File: src/rtl/fifo_word_scheduler_if.sv
// Purpose : bundles the FIFO read port and the two-consumer word offer port of fifo_word_scheduler.
// Latency : n/a (wiring only).
// Backpressure : consumers hold off a word simply by not acking it; the scheduler never pops while a word is held.
//
// Signals:
//   fifo_usedw  - FIFO fill level in bytes
//   fifo_rd_ena - FIFO read request, one byte per asserted cycle
//   fifo_rd_dat - FIFO read data, valid the cycle after fifo_rd_ena
//   req / ack   - per-consumer word request (level) and accept (pulse)
//   gnt         - one-hot grant or 0
//   word_vld    - assembled word is held and offered
//   word_dat    - assembled word {first byte, second byte}
// Modports: master = the scheduler, slave = FIFO plus consumers.
interface fifo_word_scheduler_if #(
    parameter int USEDW_W = 11
);
    logic [USEDW_W-1:0] fifo_usedw;
    logic               fifo_rd_ena;
    logic [7:0]         fifo_rd_dat;
    logic [1:0]         req;
    logic [1:0]         ack;
    logic [1:0]         gnt;
    logic               word_vld;
    logic [15:0]        word_dat;

    modport master (
        input  fifo_usedw,
        input  fifo_rd_dat,
        input  req,
        input  ack,
        output fifo_rd_ena,
        output gnt,
        output word_vld,
        output word_dat
    );

    modport slave (
        output fifo_usedw,
        output fifo_rd_dat,
        output req,
        output ack,
        input  fifo_rd_ena,
        input  gnt,
        input  word_vld,
        input  word_dat
    );
endinterface

File: src/rtl/fifo_word_scheduler.sv
// Purpose : paced reader of byte pairs from the command/pixel FIFO, assembled into 16-bit words and offered to two consumers under round-robin.
// Latency : 3 cycles from leaving IDLE to word_vld; minimum word period PACE+5 cycles.
// Backpressure : an offered word is held (no further FIFO pops) until the granted consumer acks it.
//
// Ports:
//   clk   - system clock, all logic on posedge
//   reset - asynchronous active-low reset
//   bus   - fifo_word_scheduler_if.master (FIFO read port + word offer/grant port)
module fifo_word_scheduler #(
    parameter int PACE    = 200000,
    parameter int PACE_W  = 27,
    parameter int USEDW_W = 11
) (
    input  logic                   clk,
    input  logic                   reset,
    fifo_word_scheduler_if.master  bus
);

    typedef enum logic [2:0] {
        IDLE   = 3'd0,
        RD_HI  = 3'd1,
        RD_LO  = 3'd2,
        CAP_LO = 3'd3,
        OFFER  = 3'd4
    } state_t;

    localparam logic [PACE_W-1:0]  PACE_C   = PACE_W'(PACE);
    localparam logic [USEDW_W-1:0] MIN_FILL = USEDW_W'(2);

    state_t              state_q,    state_d;
    logic [PACE_W-1:0]   pace_cnt_q, pace_cnt_d;
    logic                rd_ena_q,   rd_ena_d;
    logic [1:0]          gnt_q,      gnt_d;
    logic                vld_q,      vld_d;
    logic [15:0]         dat_q,      dat_d;
    // prio_q = index of the requester that wins a tie
    logic                prio_q,     prio_d;

    logic [1:0]          rr_pick;
    logic                xfer_done;
    logic                fetch_go;

    // Round-robin choice from the live request vector.
    always_comb begin
        rr_pick = 2'b00;
        case (bus.req)
            2'b01:   rr_pick = 2'b01;
            2'b10:   rr_pick = 2'b10;
            2'b11:   rr_pick = prio_q ? 2'b10 : 2'b01;
            default: rr_pick = 2'b00;
        endcase
    end

    // Only an ack on the granted bit counts; with gnt=0 every ack is ignored.
    assign xfer_done = (state_q == OFFER) && ((bus.ack & gnt_q) != 2'b00);

    // Both bytes must already be in the FIFO so a lone byte is never popped.
    assign fetch_go = (pace_cnt_q >= PACE_C) && (bus.fifo_usedw >= MIN_FILL) && (bus.req != 2'b00);

    always_comb begin
        state_d    = state_q;
        pace_cnt_d = pace_cnt_q;
        gnt_d      = gnt_q;
        vld_d      = vld_q;
        dat_d      = dat_q;
        prio_d     = prio_q;

        case (state_q)
            IDLE: begin
                if (fetch_go) begin
                    state_d    = RD_HI;
                    pace_cnt_d = '0;
                end else if (pace_cnt_q < PACE_C) begin
                    // Saturate instead of wrapping during long stalls.
                    pace_cnt_d = pace_cnt_q + PACE_W'(1);
                end
            end
            RD_HI: begin
                state_d = RD_LO;
            end
            RD_LO: begin
                // Data returned for the RD_HI pop is the first (high) byte.
                dat_d[15:8] = bus.fifo_rd_dat;
                state_d     = CAP_LO;
            end
            CAP_LO: begin
                dat_d[7:0] = bus.fifo_rd_dat;
                state_d    = OFFER;
                vld_d      = 1'b1;
                // Load the grant on entry so a waiting consumer can ack in the first OFFER cycle.
                gnt_d      = rr_pick;
            end
            OFFER: begin
                if (xfer_done) begin
                    state_d = IDLE;
                    vld_d   = 1'b0;
                    gnt_d   = 2'b00;
                    // Hand the tie-break to whichever requester was not just served.
                    prio_d  = gnt_q[0];
                end else if (gnt_q == 2'b00) begin
                    // Grant stays open until some requester shows up; once set it is held.
                    gnt_d = rr_pick;
                end
            end
            default: begin
                state_d = IDLE;
                vld_d   = 1'b0;
                gnt_d   = 2'b00;
            end
        endcase

        // Registered read enable: high exactly while in RD_HI and RD_LO.
        rd_ena_d = (state_d == RD_HI) || (state_d == RD_LO);
    end

    always_ff @(posedge clk or negedge reset) begin
        if (!reset) begin
            state_q    <= IDLE;
            pace_cnt_q <= '0;
            rd_ena_q   <= 1'b0;
            gnt_q      <= 2'b00;
            vld_q      <= 1'b0;
            dat_q      <= 16'h0000;
            prio_q     <= 1'b0;
        end else begin
            state_q    <= state_d;
            pace_cnt_q <= pace_cnt_d;
            rd_ena_q   <= rd_ena_d;
            gnt_q      <= gnt_d;
            vld_q      <= vld_d;
            dat_q      <= dat_d;
            prio_q     <= prio_d;
        end
    end

    assign bus.fifo_rd_ena = rd_ena_q;
    assign bus.gnt         = gnt_q;
    assign bus.word_vld    = vld_q;
    assign bus.word_dat    = dat_q;

endmodule

File: src/flat_wrapper.sv
// flat-port wrapper written by rule: the top's interface ports become plain ports
module fifo_word_scheduler_flat 
#(
    parameter int PACE    = 200000,
    parameter int PACE_W  = 27,
    parameter int USEDW_W = 11
)
  (clk, reset, bus_fifo_usedw, bus_fifo_rd_dat, bus_req, bus_ack, bus_fifo_rd_ena, bus_gnt, bus_word_vld, bus_word_dat);
  fifo_word_scheduler_if #(.USEDW_W(USEDW_W)) bus_i ();
  input  logic clk;
  input  logic reset;
  input wire logic [$bits(bus_i.fifo_usedw)-1:0] bus_fifo_usedw;
  input wire logic [$bits(bus_i.fifo_rd_dat)-1:0] bus_fifo_rd_dat;
  input wire logic [$bits(bus_i.req)-1:0] bus_req;
  input wire logic [$bits(bus_i.ack)-1:0] bus_ack;
  output wire logic [$bits(bus_i.fifo_rd_ena)-1:0] bus_fifo_rd_ena;
  output wire logic [$bits(bus_i.gnt)-1:0] bus_gnt;
  output wire logic [$bits(bus_i.word_vld)-1:0] bus_word_vld;
  output wire logic [$bits(bus_i.word_dat)-1:0] bus_word_dat;
  assign bus_i.fifo_usedw = bus_fifo_usedw;
  assign bus_i.fifo_rd_dat = bus_fifo_rd_dat;
  assign bus_i.req = bus_req;
  assign bus_i.ack = bus_ack;
  assign bus_fifo_rd_ena = bus_i.fifo_rd_ena;
  assign bus_gnt = bus_i.gnt;
  assign bus_word_vld = bus_i.word_vld;
  assign bus_word_dat = bus_i.word_dat;
  fifo_word_scheduler #(.PACE(PACE), .PACE_W(PACE_W), .USEDW_W(USEDW_W)) u_core (.clk(clk), .reset(reset), .bus(bus_i));
endmodule
File: config.mk
export PLATFORM = sky130hd
export DESIGN_NAME = fifo_word_scheduler_flat
export DESIGN_NICKNAME = d
export VERILOG_FILES = /design/src/rtl/fifo_word_scheduler_if.sv /design/src/rtl/fifo_word_scheduler.sv /design/src/flat_wrapper.sv
export SDC_FILE = /design/constraint.sdc
export NUM_CORES = 1
export LEC_CHECK = 0
export ABC_AREA = 1
export BUFFER_PORTS_ARGS = -buffer_cell sky130_fd_sc_hd__buf_4
export CAP_MARGIN = 20
export CELL_PAD_IN_SITES_DETAIL_PLACEMENT = 0
export CELL_PAD_IN_SITES_GLOBAL_PLACEMENT = 1
export CORE_UTILIZATION = 38
export CTS_CLUSTER_SIZE = 10
export DETAILED_ROUTE_END_ITERATION = 12
export GPL_ROUTABILITY_DRIVEN = 0
export PLACE_DENSITY_LB_ADDON = 0.15
export SYNTH_ARGS = -nofsm -noshare
export SYNTH_HDL_FRONTEND = slang
export SYNTH_SLANG_ARGS = --single-unit
File: constraint.sdc
create_clock -name clk -period 1.4 [get_ports clk]
set_input_delay 0.21 -clock clk [delete_from_list [all_inputs] [get_ports clk]]
set_output_delay 0.21 -clock clk [all_outputs]
set_load 0.05 [all_outputs]
==> impl_summary.txt, run 1 <==
----------------------------------------------------
[Synthesis]
  Total standard cell area after synthesis ... roughly 2700 sq um
  Sequential fraction of the synthesis area ... 46.4%
  Post-synth net total ... approximately 350
  Number of flip-flops and latches in the synthesized netlist ... 51
  Synthesized instance count ... around 330
  Yosys warnings ... 0
  Post-synth cell types ... 30
  Avg Cell Area, Syn ... ~8.4 sq um

[Route]
  Via Count ... 2,317
  Total wire length ... 6150 microns
  Remaining DRCs ... 0
  Average detailed-routed wire length per instance ... 12.0 microns
  Ratio of routed vias to standard cells ... approximately 4.5
  Post-DRT Antenna Nets ... 0
  Number of DRC markers after the initial detailed-route iteration ... 104
  Drt first pass iters ... 4

[Critical path]
  Worst endpoint data arrival time ... 1.72 ns
  Peak fanout along the critical path ... 9
  Crit-path cells ... nor2_1 > nand2_1 > nor2_2 > inv_2 > nor2_4 > nand2_4 > nand2_8 > buf_4 > a21boi_0
  Worst Path Required ... 1.59 ns
  Peak per-stage delay on the critical path ... 0.39 ns
  Path type of the worst setup path ... reg2reg
  Kind of capture point of the worst setup path ... flop
  Cell with the largest stage delay on the worst path ... dfrtp_1
  Startpoint types ... flop

[STA]
  Worst slew slack as a fraction of its limit ... between 70% and 80%
  Clock Skew ... 0.00968 ns
  Setup repair after global routing missed its margin ... true
  Fin. Hold Viols ... 0
  Maximum achievable frequency ... 0.655 GHz
  Final worst hold slack ... about 0.16 ns
  Setup tns final ... -2.20 ns
  Period utilisation layout ... 109%
  Setup violation total in the final timing report ... 27
  Minimum clock period after layout ... approximately 1.5 ns
  Final-report max-slew violation count ... 0
  Slew at the pin closest to its max-slew limit ... 0.310 ns
  Least setup slack across all paths after layout ... -0.128 ns

[Floorplanning]
  Number of placement rows ... 30
  Die Ht ... 87.0 microns
  Floorplan core area ... 6910 sq um
  Die X-Extent ... 87.0 microns
  Boundary Pins ... between 40 and 50
  Initial cell density of the core ... 39.8%
  Die ar. ... 7580 sq um

[Placed design]
  Standard cell area after detailed placement ... between 3000 and 4000 sq um
  Port-buffer cells ... between 40 and 50
  Cell count after placement ... 499
  Worst slack at placement ... -0.187 ns
  Detail Placement HPWL ... 4080 microns

[Cells and area]
  Antenna Diode Count ... 0
  Number of fill cells ... 712
  Commonest non-fill, non-tap cells in the layout ... 85 x buf_4, 77 x nand2_1, 49 x dfrtp_1
  Layout area overhead ... 32.8%
  Share of layout cells above drive strength 1 ... 37.6%
  Final cell utilization of the core ... 52.8%
  Most common cell after layout, fill and taps aside ... buf_4
  Final non-filler cell total ... around 510
  Design area ... about 3600 sq um
  Final net count ... 444
  Sequential cell area ... 1280 sq um
  Area used by multi-input combinational logic ... 1330 sq um

[Clock network]
  CTS clock-pin slew for the worst setup and hold paths ... 0.10 ns
  Clock latency on the worst-skew pair ... 0.31 ns
  CTS Buffer Depth ... 2
  CTS Buf Count ... 5
  Clock tree from TritonCTS ... done
  Clk root buf ... clkbuf_8
  Clk sink count ... 51
  Number of levels in the clock H-tree ... 2

[Pwr]
  Leakage dissipation ... 1.86 nW
  Tot Pwr ... around 6.4 mW
  Power density over the cells ... 1750 nW/um^2
  Peak VDD IR ... around 1.4 mV

[Global route]
  First-pass GRT wire length ... 10,300 microns
  Total global routing overflow ... 0
  Vias in the first global route ... 2,298
  Pin count of the biggest net entering global routing ... 52
  Antenna violations before repair ... 0
  Global-route usage over all layers ... 17.7%

[Run status]
  Outcome ... complete, but fails checks
  Violated checks ... negative setup slack

[Min path]
  Class of the worst hold path ... in2reg

[Job]
  Maximum Capacitance Violations ... 0

----------------------------------------------------
[worst max-delay path, delay by kind of cell (launching register included)]
kind | cells | cell delay [ns]
and+or+nand+nor | 6 | 0.67
DFF | 1 | 0.39
buffers and inverters | 2 | 0.25
AOI/OAI and AO/OA | 1 | 0.10
[per-layer routing]
metal | track usage, % | part of all wire, %
met2 | 30.0 | 47
met5 | 0 | 0
met4 | 3.18 | 0.63
met1 | 22.5 | 48
met3 | 5.21 | 4.2
[cells in the mapped netlist (all sizes together)]
library cell | number | area share [%]
nand2 | 99 | 17
dfrtp | 51 | 46
inv | 42 | 5.7
nor2 | 37 | 5.4
o21ai | 35 | 8.6
nand3 | 17 | 3.1
xor2 | 11 | 3.5
a21boi | 9 | 2.5
nor3 | 5 | 1.5
a21oi | 4 | 0.73
clkbuf | 4 | 0.68
buf | 3 | 2.0
ha | 2 | 0.91
nand4 | 2 | 0.46
o22ai | 2 | 0.68
xnor2 | 2 | 0.64
a22o | 1 | 0.32
a31oi | 1 | 0.23
[final timing paths]
check | from | end | slack (ns) | cells past startpoint
worst max-delay path | u_core.pace_cnt_q[23] | u_core.pace_cnt_q[19] | -0.13 | 9
worst min-delay path | bus_fifo_rd_dat[4] | u_core.bus.word_dat[4] | 0.16 | 3
worst max register to register | u_core.pace_cnt_q[23] | u_core.pace_cnt_q[19] | -0.13 | 9
worst min register to register | u_core.bus.word_dat[4] | u_core.bus.word_dat[4] | 0.50 | 2
max in group asynchronous | reset | u_core.state_q[1] | 0.71 | 3
min in group asynchronous | reset | u_core.pace_cnt_q[13] | 0.40 | 3
[cell type report]
type                            count  area share (%)
Clock buffer                        5            1.89
Clock inverter                      3           0.617
Inverter                           42            4.32
Multi-Input combinational cell    230            36.5
Sequential cell                    51            35.0
Tap cell                           96            3.29
Timing Repair Buffer               87            18.3
[state kept, by name, indices dropped and copies added, names as in the netlist]
name / cells
u_core.prio_q: 1
u_core.bus.word_dat: 16
u_core.bus.gnt: 2
u_core.pace_cnt_q: 27
u_core.bus.word_vld: 1
u_core.state_q: 3
u_core.bus.fifo_rd_ena: 1
[power breakdown]
group          internal (mW)  switching (mW)  total [mW]
Combinational           1.11            2.23        3.34
Sequential              1.88           0.276        2.15
Clock                  0.360           0.534       0.893
Total                   3.34            3.04        6.39
[cell families after synthesis]
logic type | count (synthesis) | synth area share (%)
buffers and inverters | 49 | 8.42
DFF | 51 | 46.4
and+or+nand+nor | 160 | 27.1
adders and majority gates | 2 | 0.911
xor gates and xnor gates | 13 | 4.14
AOI/OAI and AO/OA | 52 | 13.0
[timing repair]
action / 4_1_cts / 5_1_grt
pin swaps: 1 / 1
resized for setup: 4 / 18
hold endpoints to repair: 51 / 0
cloned: 1 / 2
setup endpoints to repair: 28 / 39
hold buffers: 1 / 0
buffers inserted: 3 / 0
Note: power is estimated with default switching activity, not from simulation.
==> inputs of run 2 (changes only) <==
ABC_AREA = default   (was 1)
CORE_UTILIZATION = 43   (was 38)
clock period = 1.75 ns   (was 1.4 ns; I/O delays follow)
==> run 2 against run 1 <==
The flow still finishes with violations (negative setup slack). Non-clock buffer count down 5. Count of clock-buffer cells in the layout unchanged. Fmax down 19%. Largest cell class is now sequential cells. Largest power group unchanged. Highest routed layer unchanged.
==> impl_summary.txt, run 2 <==
----------------------------------------------------
[Critical path]
  Path type of the worst setup path ... reg2reg
  Peak fanout along the critical path ... 4
  Kind of cell adding the most delay to the critical path ... compound AO/OA/AOI/OAI gates
  Crit-path cells ... and2_4 > a2111o_1 > a211o_1 > o21ai_2 > buf_4 > o221ai_1
  Cell with the largest stage delay on the worst path ... a2111o_1
  Kind of capture point of the worst setup path ... flop
  Worst endpoint data arrival time ... 2.06 ns
  Startpoint types ... flop
  Worst path bufs/invs ... 1
  Worst Path Required ... just under 2 ns
  Peak per-stage delay on the critical path ... 0.42 ns

[STA]
  Fin. Hold Viols ... 0
  Slew at the pin closest to its max-slew limit ... 0.646 ns
  Final worst hold slack ... between 0.15 and 0.2 ns
  Period utilisation layout ... 108%
  Worst slew slack as a fraction of its limit ... around 57%
  Setup repair after global routing missed its margin ... true
  Final-report max-slew violation count ... 0
  Minimum clock period after layout ... 1.88 ns
  Least setup slack across all paths after layout ... -0.132 ns
  Clock Skew ... 0.0101 ns
  Setup violation total in the final timing report ... 27
  Setup tns final ... -2.28 ns
  Maximum achievable frequency ... 0.531 GHz

[Synthesis]
  Top cells by count, synth ... 51 x dfrtp_1, 16 x mux2_2, 16 x nand2_1, 13 x inv_1, 13 x nand3_1
  Portion of synthesized cell area occupied by the leading cell type ... about half
  Avg Cell Area, Syn ... 10.7 sq um
  Number of flip-flops and latches in the synthesized netlist ... 51
  Post-synth cell types ... 48
  Cell type contributing the most total cell area after synthesis ... dfrtp_1
  Leading post-synthesis cells by cell area ... dfrtp_1 52%, mux2_2 7.3%, nand3_1 2.6%
  Yosys warnings ... 0
  Async set or reset register ratio after synthesis ... 100%
  Leading register cell type out of synthesis ... dfrtp_1
  Number of flops mapped to enable cells by yosys ... 0
  Sequential fraction of the synthesis area ... 51.6%
  Synthesized instance count ... 231
  Total standard cell area after synthesis ... roughly 2500 sq um
  Cell with the most instances after synthesis ... dfrtp_1
  Post-synth net total ... 258

[Floorplanning]
  Initial cell density of the core ... around 45%
  Die ar. ... just over 6000 sq um
  Floorplan core area ... 5540 sq um
  Die Ht ... 77.8 microns
  Boundary Pins ... 45
  Number of placement rows ... 27
  Die X-Extent ... about 80 microns

[Global route]
  Pin count of the biggest net entering global routing ... 52
  Total global routing overflow ... 0
  Global Route met1 Usage ... 24.9%
  Met2 usage ... 31.6%
  First-pass GRT wire length ... 9090 microns
  Global-route usage over all layers ... 19.2%
  Antenna violations before repair ... 0
  Most used routing layer in global routing ... met2
  Global-route met3 utilization ... 4.82%
  Vias in the first global route ... 1,949

[Clock network]
  CTS Buffer Depth ... 2
  CTS Buf Count ... 5
  Clock latency on the worst-skew pair ... 0.31 ns
  Clk root buf ... clkbuf_8
  Clk sink count ... approximately 50
  Clock tree from TritonCTS ... done
  Number of levels in the clock H-tree ... 2
  CTS clock-pin slew for the worst setup and hold paths ... roughly 0.09 ns

[Route]
  Post-DRT Antenna Nets ... 0
  Via Count ... about 2,000
  Average detailed-routed wire length per instance ... 14.0 microns
  Total wire length ... about 5400 microns
  Remaining DRCs ... 0
  Number of DRC markers after the initial detailed-route iteration ... 79
  Ratio of routed vias to standard cells ... 5.30
  Drt first pass iters ... 4

[Cells and area]
  Area used by multi-input combinational logic ... 1140 sq um
  Final cell utilization of the core ... 59.9%
  Antenna Diode Count ... 0
  Share of layout cells above drive strength 1 ... 38.8%
  Number of fill cells ... a little under 500
  Top register by number of flip-flops ... u_core.pace_cnt_q
  Most common cell after layout, fill and taps aside ... buf_4
  Sequential cell area ... 1280 sq um
  Design area ... 3320 sq um
  Flip-flop count of the largest register after layout ... 27
  Final net count ... ~340
  Layout area overhead ... 34.2%
  Commonest non-fill, non-tap cells in the layout ... 78 x buf_4, 51 x dfrtp_1, 16 x nand2_1, 16 x mux2_2

[Min path]
  Class of the worst hold path ... in2reg

[Run status]
  Violated checks ... negative setup slack
  Outcome ... complete, but fails checks

[Pwr]
  Power density over the cells ... ~1900 nW/um^2
  Leakage dissipation ... 1.57 nW
  Peak VDD IR ... around 1.3 mV

[Placed design]
  Port-buffer cells ... between 40 and 50
  Worst slack at placement ... -0.126 ns
  Detail Placement HPWL ... 3960 microns
  Standard cell area after detailed placement ... 3120 sq um

[Job]
  Maximum Capacitance Violations ... 0

----------------------------------------------------
[run 2: path summary, 6_finish.rpt]
kind	startpoint	end	slack, ns	cells past startpoint
hold / removal	bus_fifo_rd_dat[7]	u_core.bus.word_dat[7]	0.19	2
setup reg to reg	u_core.pace_cnt_q[16]	u_core.pace_cnt_q[9]	-0.13	6
min in group asynchronous	reset	u_core.pace_cnt_q[7]	0.52	2
hold reg to reg	u_core.pace_cnt_q[22]	u_core.pace_cnt_q[22]	0.50	1
setup / recovery	u_core.pace_cnt_q[16]	u_core.pace_cnt_q[9]	-0.13	6
max in group asynchronous	reset	u_core.state_q[1]	0.80	2
[run 2: power breakdown]
| group | internal (mW) | switching [mW] | total, mW |
|---|---|---|---|
| Sequential | 1.58 | 0.267 | 1.85 |
| Clock | 0.570 | 0.400 | 0.970 |
| Combinational | 1.41 | 2.07 | 3.49 |
| Total | 3.57 | 2.74 | 6.31 |
[run 2: logic make-up after synthesis]
| kind of cell | Yosys count | share of synthesized area [%] |
|---|---|---|
| xor gates and xnor gates | 1 | 0.354 |
| DFF | 51 | 51.6 |
| AOI/OAI and AO/OA | 49 | 15.8 |
| adders and majority gates | 2 | 1.01 |
| buffers and inverters | 22 | 4.05 |
| muxes | 16 | 7.29 |
| and+or+nand+nor | 90 | 19.9 |
[run 2: layout make-up]
type	instances	area share, %
tap	72	2.71
multi-input combinational	158	34.3
inverter	13	1.47
clock buffer	5	2.07
timing repair buffer	82	19.0
sequential	51	38.5
clock inverter	3	2.04
[run 2: metal layers]
layer	vias up	wire length (microns)
met5	-	0
met4	0	66
met2	33	2560
met1	993	2530
met3	5	205
li1	1006	-
[run 2: worst register-to-register path, cell delays in order, from the launching register on]
cell and delay (ns):
dfrtp_1 0.39, and2_4 0.16, a2111o_1 0.42, a211o_1 0.32, o21ai_2 0.19, buf_4 0.16
o221ai_1 0.11
[run 2: repair_timing]
item / CTS / global route
hold buffers: 1 / 0
gates resized for setup: 6 / 8
setup buffers: 0 / 0
endpoints found under the setup margin: 27 / 27
pin swaps: 7 / 2
endpoints found under the hold margin: 1 / 0
[run 2: stage by stage]
step           total power, mW  cells
2_1_floorplan             4.13    231
3_3_place_gp              5.23    375
3_5_place_dp              5.27    375
4_1_cts                   6.29    384
5_1_grt                   6.67    384
6_report                  6.31    384
==> inputs of run 3 (changes only) <==
CELL_PAD_IN_SITES_DETAIL_PLACEMENT = default   (was 0)
CELL_PAD_IN_SITES_GLOBAL_PLACEMENT = default   (was 1)
CORE_UTILIZATION = 55   (was 43)
PLACE_DENSITY = 0.76   (was default)
PLACE_DENSITY_LB_ADDON = default   (was 0.15)
SKIP_LAST_GASP = 1   (was default)
==> run 3 against run 2 <==
The flow still finishes with violations (negative setup slack). Routed wire length is 6.1% higher. Register-to-register slack worse by 0.02 ns. Combinational power is 11% higher. Sequential share of layout area is 0.89 points lower. Hold slack better by 0.0047 ns. Count of clock-buffer cells in the layout is 1 higher. Flip-flop and latch count stayed put. Largest cell class unchanged. Highest routed layer unchanged.
==> impl_summary.txt, run 3 (synthesis results as in run 2) <==
----------------------------------------------------
[Run status]
  Outcome ... complete, but fails checks
  Violated checks ... negative setup slack

[Pwr]
  Leakage dissipation ... approximately 1.6 nW
  Power density over the cells ... 1930 nW/um^2
  Cell-internal power ... 3.65 mW
  Peak VDD IR ... 1.20 mV
  Clock share of power ... 12.9%
  Tot Pwr ... 6.54 mW
  Switching power ... 2.89 mW
  Switching portion of total power ... 44.2%
  Comb pwr share ... roughly three fifths
  Sequential Power Share ... 28.2%

[STA]
  Slew at the pin closest to its max-slew limit ... 0.634 ns
  Least setup slack across all paths after layout ... -0.152 ns
  Worst slew slack as a fraction of its limit ... 57.7%
  Final-report max-slew violation count ... 0
  Maximum achievable frequency ... 0.526 GHz
  Setup tns final ... -1.79 ns
  Setup repair after global routing missed its margin ... true
  Final worst hold slack ... 0.193 ns
  Minimum clock period after layout ... ~1.9 ns
  Period utilisation layout ... 109%
  Fin. Hold Viols ... 0
  Clock Skew ... 0.00479 ns
  Setup violation total in the final timing report ... 26

[Floorplanning]
  Die X-Extent ... 69.0 microns
  Initial cell density of the core ... a little under three fifths
  Die Ht ... roughly 70 microns
  Die ar. ... roughly 4800 sq um
  Number of placement rows ... 24
  Floorplan core area ... 4320 sq um
  Boundary Pins ... 45

[Critical path]
  Peak fanout along the critical path ... 5
  Crit-path cells ... and2_4 > a2111o_1 > a211oi_4 > buf_6 > a21boi_4 > a221o_1
  Kind of cell adding the most delay to the critical path ... compound AO/OA/AOI/OAI gates
  Cell with the largest stage delay on the worst path ... a2111o_1
  Peak per-stage delay on the critical path ... around 0.43 ns
  Worst endpoint data arrival time ... 2.09 ns
  Kind of capture point of the worst setup path ... flop
  Worst Path Required ... 1.94 ns
  Startpoint types ... flop
  Path type of the worst setup path ... reg2reg
  Worst path bufs/invs ... 1

[Route]
  Average detailed-routed wire length per instance ... 15.2 microns
  Ratio of routed vias to standard cells ... 5.71
  Via Count ... 2,131
  Post-DRT Antenna Nets ... 0
  Drt first pass iters ... 4
  Total wire length ... 5680 microns
  Number of DRC markers after the initial detailed-route iteration ... 104
  Remaining DRCs ... 0

[Min path]
  Class of the worst hold path ... in2reg

[Global route]
  Pin count of the biggest net entering global routing ... 52
  First-pass GRT wire length ... 9700 microns
  Total global routing overflow ... 0
  Global-route usage over all layers ... between 20% and 30%
  Vias in the first global route ... 2,183
  Antenna violations before repair ... 0

[Cells and area]
  Flip-flop count of the largest register after layout ... 27
  Layout area overhead ... 37.4%
  Number of fill cells ... around 290
  Design area ... 3400 sq um
  Final non-filler cell total ... 373
  Commonest non-fill, non-tap cells in the layout ... 81 x buf_4, 51 x dfrtp_1, 16 x mux2_2
  Antenna Diode Count ... 0
  Most common cell after layout, fill and taps aside ... buf_4
  Final net count ... 347
  Share of layout cells above drive strength 1 ... 42.7%
  Final cell utilization of the core ... 78.6%
  Top register by number of flip-flops ... u_core.pace_cnt_q

[Clock network]
  CTS Buffer Depth ... 2
  Clock latency on the worst-skew pair ... 0.31 ns
  Clock tree from TritonCTS ... done
  Clk sink count ... between 50 and 60
  CTS clock-pin slew for the worst setup and hold paths ... 0.09 ns
  Number of levels in the clock H-tree ... 2
  Clk root buf ... clkbuf_8
  CTS Buf Count ... 5

[Placed design]
  Detail Placement HPWL ... 3840 microns
  Cell count after placement ... 355
  Worst slack at placement ... -0.204 ns
  Port-buffer cells ... 43
  Standard cell area after detailed placement ... 3090 sq um

[Job]
  Maximum Capacitance Violations ... 0

----------------------------------------------------
## run 3: area by class of cell
| type | count | area [sq um] | area share [%] |
|---|---|---|---|
| tap | 52 | 65.1 | 1.92 |
| timing repair buffer | 91 | 709 | 20.9 |
| multi-input combinational | 158 | 1180 | 34.7 |
| sequential | 51 | 1280 | 37.6 |
| clock inverter | 2 | 35.0 | 1.03 |
| clock buffer | 6 | 82.6 | 2.43 |
| inverter | 13 | 48.8 | 1.44 |
## run 3: path summary, 6_finish.rpt
path	start	endpoint	slack [ns]	cells past startpoint
worst min-delay path	bus_fifo_rd_dat[7]	u_core.bus.word_dat[7]	0.19	2
worst min register to register	u_core.pace_cnt_q[22]	u_core.pace_cnt_q[22]	0.50	1
worst max register to register	u_core.pace_cnt_q[16]	u_core.pace_cnt_q[12]	-0.15	6
worst max-delay path	u_core.pace_cnt_q[16]	u_core.pace_cnt_q[12]	-0.15	6
min in group asynchronous	reset	u_core.pace_cnt_q[12]	0.51	2
max in group asynchronous	reset	u_core.bus.fifo_rd_ena	0.81	2
## run 3: metal layers
metal | GRT usage (%) | wire length [microns] | up-vias
li1 | - | - | 1027
met1 | 30.5 | 2420 | 1032
met2 | 43.3 | 2870 | 59
met3 | 6.29 | 263 | 13
met4 | 9.07 | 125 | 0
met5 | 0 | 0 | -
## run 3: power by group through the flow
stage	Combinational [mW]	Clock, mW	Sequential [mW]
after CTS	3.61	0.855	1.84
after floorplan	1.45	0	2.67
final	3.86	0.843	1.84
after detailed placement	3.49	0	1.86
after global routing	4.15	0.895	1.90
after global placement	3.42	0	1.84
## run 3: timing repair
action                                  in CTS  in global routing
hold buffers                                 1                  0
buffers inserted                             2                  5
pin swaps                                    7                  4
endpoints found under the setup margin      27                 27
endpoints found under the hold margin       51                  0
gates cloned                                 0                  2
gates resized for setup                     11                 20
